`config.mk`:
```
export PLATFORM = sky130hd
export DESIGN_NAME = micro_sequencer
export DESIGN_NICKNAME = d
export VERILOG_FILES = /design/src/rtl/micro_seq_pkg.sv /design/src/rtl/micro_stack.sv /design/src/rtl/micro_sequencer.sv
export SDC_FILE = /design/constraint.sdc
export NUM_CORES = 1
export LEC_CHECK = 0
export ABC_AREA = 1
export BUFFER_PORTS_ARGS = -buffer_cell sky130_fd_sc_hd__buf_2
export CAP_MARGIN = 0
export CORE_MARGIN = 1
export CORE_UTILIZATION = 35
export CTS_CLUSTER_SIZE = 28
export DETAILED_ROUTE_END_ITERATION = 6
export GPL_ROUTABILITY_DRIVEN = 0
export PLACE_DENSITY = 0.53
export SLEW_MARGIN = 20
export SYNTH_ARGS = -nofsm -noshare
export SYNTH_HDL_FRONTEND = slang
export SYNTH_SLANG_ARGS = --single-unit
```
`constraint.sdc`:
```
create_clock -name cp -period 3.6 [get_ports cp]
set_input_delay 0.54 -clock cp [delete_from_list [all_inputs] [get_ports cp]]
set_output_delay 0.54 -clock cp [all_outputs]
set_load 0.005 [all_outputs]
```
`src/rtl/micro_seq_pkg.sv`:
```
// rtl/micro_seq_pkg.sv - opcode constants for the micro_sequencer instruction subset
package micro_seq_pkg;
  localparam logic [3:0] OP_JZ   = 4'h0;
  localparam logic [3:0] OP_CJS  = 4'h1;
  localparam logic [3:0] OP_CJP  = 4'h3;
  localparam logic [3:0] OP_PUSH = 4'h4;
  localparam logic [3:0] OP_RFCT = 4'h8;
  localparam logic [3:0] OP_RPCT = 4'h9;
  localparam logic [3:0] OP_CRTN = 4'hA;
  localparam logic [3:0] OP_LDCT = 4'hC;
  localparam logic [3:0] OP_LOOP = 4'hD;
  localparam logic [3:0] OP_CONT = 4'hE;
endpackage

```
`src/rtl/micro_stack.sv`:
```
// rtl/micro_stack.sv - saturating LIFO for return addresses and loop starts
module micro_stack #(
  parameter int AW    = 8,
  parameter int DEPTH = 4
) (
  input  logic          clk,
  input  logic          rst,
  input  logic          push,
  input  logic          pop,
  input  logic          clr,
  input  logic [AW-1:0] din,
  output logic [AW-1:0] tos,
  output logic          full
);
  localparam int SPW = $clog2(DEPTH + 1);
  localparam int IW  = (DEPTH > 1) ? $clog2(DEPTH) : 1;
  localparam logic [SPW-1:0] SP_FULL = SPW'(DEPTH);

  logic [AW-1:0]  mem [DEPTH];
  logic [SPW-1:0] sp;
  logic [SPW-1:0] rd_idx;
  logic [SPW-1:0] wr_idx;

  // An empty stack still reads slot 0; a full stack rewrites the top slot.
  assign rd_idx = (sp == '0) ? '0 : sp - 1'b1;
  assign wr_idx = full ? SP_FULL - 1'b1 : sp;
  assign full   = (sp == SP_FULL);
  assign tos    = mem[IW'(rd_idx)];

  always_ff @(posedge clk or posedge rst) begin
    if (rst) begin
      sp <= '0;
      for (int k = 0; k < DEPTH; k++) mem[k] <= '0;
    end else if (clr) begin
      sp <= '0;
    end else if (push) begin
      mem[IW'(wr_idx)] <= din;
      if (!full) sp <= sp + 1'b1;
    end else if (pop && sp != '0) begin
      sp <= sp - 1'b1;
    end
  end
endmodule

```
`src/rtl/micro_sequencer.sv`:
```
// rtl/micro_sequencer.sv - microprogram sequencer: decode, y mux, micro-PC and loop counter
module micro_sequencer
  import micro_seq_pkg::*;
#(
  parameter int AW    = 8,
  parameter int DEPTH = 4
) (
  input  logic          cp,
  input  logic          reset,
  input  logic [3:0]    i,
  input  logic          cc_n,
  input  logic          ccen_n,
  input  logic          rld_n,
  input  logic          ci,
  input  logic [AW-1:0] d,
  output logic [AW-1:0] y,
  output logic          full_n,
  output logic          cnt_zero
);
  logic [AW-1:0] upc;
  logic [AW-1:0] cnt;
  logic [AW-1:0] tos;
  logic [AW-1:0] y_mux;
  logic          pass;
  logic          cnt_nz;
  logic          push;
  logic          pop;
  logic          clr;
  logic          ld;
  logic          dec;
  logic          full;

  assign pass   = ccen_n | ~cc_n;
  assign cnt_nz = |cnt;

  always_comb begin
    y_mux = upc;
    push  = 1'b0;
    pop   = 1'b0;
    clr   = 1'b0;
    ld    = 1'b0;
    dec   = 1'b0;
    case (i)
      OP_JZ:   begin y_mux = '0; clr = 1'b1; end
      OP_CJS:  if (pass) begin y_mux = d; push = 1'b1; end
      OP_CJP:  if (pass) y_mux = d;
      OP_PUSH: begin push = 1'b1; ld = pass; end
      OP_RFCT: if (cnt_nz) begin y_mux = tos; dec = 1'b1; end
               else pop = 1'b1;
      OP_RPCT: if (cnt_nz) begin y_mux = d; dec = 1'b1; end
      OP_CRTN: if (pass) begin y_mux = tos; pop = 1'b1; end
      OP_LDCT: ld = 1'b1;
      OP_LOOP: if (pass) pop = 1'b1;
               else y_mux = tos;
      OP_CONT: y_mux = upc;
      default: y_mux = upc;
    endcase
  end

  assign y        = reset ? '0 : y_mux;
  assign full_n   = ~full;
  assign cnt_zero = ~cnt_nz;

  always_ff @(posedge cp or posedge reset) begin
    if (reset) upc <= '0;
    else       upc <= y + AW'(ci);
  end

  // External load wins over everything; decrement is only requested while cnt is non-zero.
  always_ff @(posedge cp or posedge reset) begin
    if (reset)            cnt <= '0;
    else if (!rld_n || ld) cnt <= d;
    else if (dec)         cnt <= cnt - 1'b1;
  end

  micro_stack #(.AW(AW), .DEPTH(DEPTH)) u_stack (
    .clk  (cp),
    .rst  (reset),
    .push (push),
    .pop  (pop),
    .clr  (clr),
    .din  (upc),
    .tos  (tos),
    .full (full)
  );
endmodule

```
==> impl_metrics.tcl <==
set metrics [dict create \
    firstDrtPassIters 5 \
    die_w_um 101 \
    synth_area_leaders "dfrtp_1 37%, nand2_1 17%, o21ai_0 9.1%, nand3_1 7.3%, inv_1 6.4%" \
    path_buf_inv 4 \
    synth_top_family_by_area "simple AND/OR/NAND/NOR gates" \
    drt_iter0_markers 165 \
    ys_seq_area_frac 0.374 \
    post-place-ws_ps 562 \
    p_switching_uw 983 \
    slowest_stage "dfrtp_1" \
    netSwitchingFraction 0.434 \
    antenna_found_initial 0 \
    hold_class "in -> async" \
    yosysWarnings 0 \
    ys_ff_latch 51 \
    setup-violations-final 0 \
    dieHeight_um 101 \
    p_total_uw 2270 \
    gr-usage-all-layers 0.206 \
    clock_path_buffers 2 \
    power.internal_uw 1280 \
    drc 0 \
    path_class "reg -> out" \
    start_kind "flip-flop" \
    yosysTopAreaCell "dfrtp_1" \
    power.leakage_uw 0.00192 \
    num_vias 3234 \
    synth_top_area_share 0.374 \
    cts_sinks 51 \
    cpPeakStageDelay_ps 420 \
    htreeDepth 2 \
    synth-simple-area-share 0.346 \
    sequentialPowerShare 0.378 \
    cp_max_fo 18 \
    dp_hpwl_um 7540 \
    synth_xor_area_frac 0.0180 \
    grt_pass1_vias 3132 \
    cp_common_cell "nand2_1" \
    yosys_most_used_dff "dfrtp_1" \
    syn_area_sq_um 3410 \
    hold_buffers 0 \
    critPathRequiredTime_ps 3060 \
    path_clk_slew_ps 100 \
    wl_per_cell_um 14.7 \
    gr-total-overflow 0 \
    antennaDiodeCount 0 \
    grt_pass1_wl_um 16000 \
    cts_tree "done" \
    fin_setup_tns_ps 0 \
    worst_ep_arrival_time_ps 2560 \
    placement.io_buffers 27 \
    root_buffer "clkbuf_8" \
    post-route-period-util 0.860 \
    fin_ws_ps 502 \
    power_density_nw_per_um2 596 \
    place_area_sq_um 3690 \
    io_pins 28 \
    insertion_delay_ps 320 \
    synth_fp_nets 522 \
    path_cells "inv_1 > ha_1 > nand2_4 > nand2_4 > nand2_1 > o21ai_0 > nand2_1 > o21ai_1 > o21ai_0 > nand2_1 > inv_1 > nand2_1 > nand2_1 > inv_1 > buf_2" \
    drive_gt1_frac 0.131 \
    maxCapViolCount 0 \
    fillers 1005 \
    drt-vias-per-instance 4.92 \
    post_cts_buffers 0 \
    async_flop_share 1.00 \
    finalHoldViolations 0 \
    synth_compound_area_frac 0.154 \
    pwr-share-comb 0.431 \
    start_util 0.366 \
    synthDistinctLibCells 37 \
    cts_inserted_buffers 5 \
    post_cts_resized 0 \
    fin_area_sq_um 3810 \
    finalNetCount 551 \
    routed_wl_um 9660 \
    synth_edf_count 0 \
    syn-instance-count 498 \
    area_growth_syn_to_layout_pct 11.5 \
    skew_ps 4.04 \
    slew-limit-headroom 0.570 \
    peakVddDrop_mv 0.273 \
    avgSynthCellArea_sq_um 6.85 \
    grt_start_max_net_pins 36 \
    synthAdderAreaFrac 0.0220 \
    dieArea_sq_um 10200 \
    slew_viol_final 0 \
    drt.antenna.violating_nets 0 \
    p_clk_frac 0.191 \
    rsz0062_at_grt "false" \
    yosys-mux-area-fraction 0 \
    fmaxAchievable_mhz 323 \
    worstMarginPinSlew_ps 643 \
    num_rows 35 \
    status "finished, final reports clean" \
    end_kind "primary output" \
    critPathTopFamily "simple AND/OR/NAND/NOR gates" \
    min_period_ps 3100 \
    core_area_sq_um 9330 \
]
-- registers in the layout, indices dropped and copies added (netlist names) --
signal       flops
u_stack.mem     32
upc              8
cnt              8
u_stack.sp       3
-- cell families (layout without fill, tap and decap cells) --
logic type                 Yosys count  count (layout)
xor gates and xnor gates             7               7
and+or+nand+nor                    266             266
AOI/OAI and AO/OA                   95              95
DFF                                 51              51
buffers and inverters               73             103
adders and majority gates            6               6
-- metrics by stage --
step,instances,utilization,hold slack (ps)
after floorplan,498,-,444
after global placement,649,0.396,439
after detailed placement,649,0.396,435
after CTS,657,0.408,86.2
after global routing,657,0.408,94.1
final,657,0.408,89.3
-- cells in the mapped netlist, types with 2 or more instances --
| cell | instances |
|---|---|
| clkbuf_1 | 5 |
| nand3b_1 | 3 |
| nand3_1 | 50 |
| nor3_1 | 2 |
| ha_1 | 6 |
| nand2_1 | 154 |
| nor2_4 | 2 |
| buf_6 | 2 |
| a211oi_1 | 3 |
| xor2_1 | 5 |
| a22oi_1 | 2 |
| o21ai_2 | 2 |
| nor2_1 | 36 |
| nor2_2 | 6 |
| xnor2_1 | 2 |
| nand2_2 | 3 |
| dfrtp_1 | 51 |
| o21ai_0 | 62 |
| a21oi_1 | 12 |
| inv_1 | 58 |
| buf_2 | 3 |
| o22ai_1 | 2 |
| o211ai_1 | 3 |
| nand3b_2 | 3 |
| inv_2 | 4 |
| o21ai_1 | 2 |
| nand2_4 | 4 |
| a31oi_1 | 2 |
-- path summary, 6_finish.rpt --
kind | from | to | slack, ps | depth (start not counted)
max in group asynchronous | reset | u_stack.mem[4]$_DFFE_PP0P_ | 2530 | 4
min in group cp | ci | upc[0]$_DFF_PP0_ | 440 | 2
worst max-delay path | u_stack.sp[0]$_DFFE_PP0P_ | y[7] | 500 | 15
worst min register to register | u_stack.mem[7]$_DFFE_PP0P_ | u_stack.mem[7]$_DFFE_PP0P_ | 500 | 2
worst max register to register | u_stack.sp[0]$_DFFE_PP0P_ | upc[6]$_DFF_PP0_ | 620 | 19
worst min-delay path | reset | upc[0]$_DFF_PP0_ | 90 | 2
-- power by group through the flow --
stage / Clock [uW] / Sequential, uW / Combinational [uW]
CTS: 447 / 856 / 984
floorplan: 0 / 826 / 743
detailed placement: 0 / 867 / 981
global placement: 0 / 869 / 969
finish: 433 / 857 / 977
global route: 474 / 880 / 1120
-- cell usage in the layout, fill, tap and decap left out, types with 3 or more instances in the layout --
cell type / synthesis / routed
inv_2: 4 / 5
nand2_2: 3 / 3
nand3b_2: 3 / 3
o21ai_0: 62 / 62
nand3b_1: 3 / 3
xor2_1: 5 / 5
nor2_2: 6 / 6
a211oi_1: 3 / 3
nor2_1: 36 / 36
nand2_1: 154 / 154
nand3_1: 50 / 50
ha_1: 6 / 6
buf_2: 3 / 27
dfrtp_1: 51 / 51
a21oi_1: 12 / 12
clkbuf_8: 0 / 5
nand2_4: 4 / 4
o211ai_1: 3 / 3
inv_1: 58 / 57
buf_4: 1 / 6
-- area by class of cell --
class	count	area [sq um]	share of cell area
multi-input cells	374	1840	0.483
repair buffers	33	180	0.0473
inverters	62	233	0.0611
clock buffers	5	68.8	0.0181
well taps	129	161	0.0424
clock inverters	3	47.5	0.0125
flip-flops and latches	51	1280	0.335
-- metal layers --
metal	GRT usage	wire (um)	vias to the layer above
li1	-	-	1662
met1	0.283	4570	1491
met2	0.338	4560	74
met3	0.0277	454	7
met4	0.0613	69	0
met5	0	0	-
Note: power is estimated with default switching activity, not from simulation.
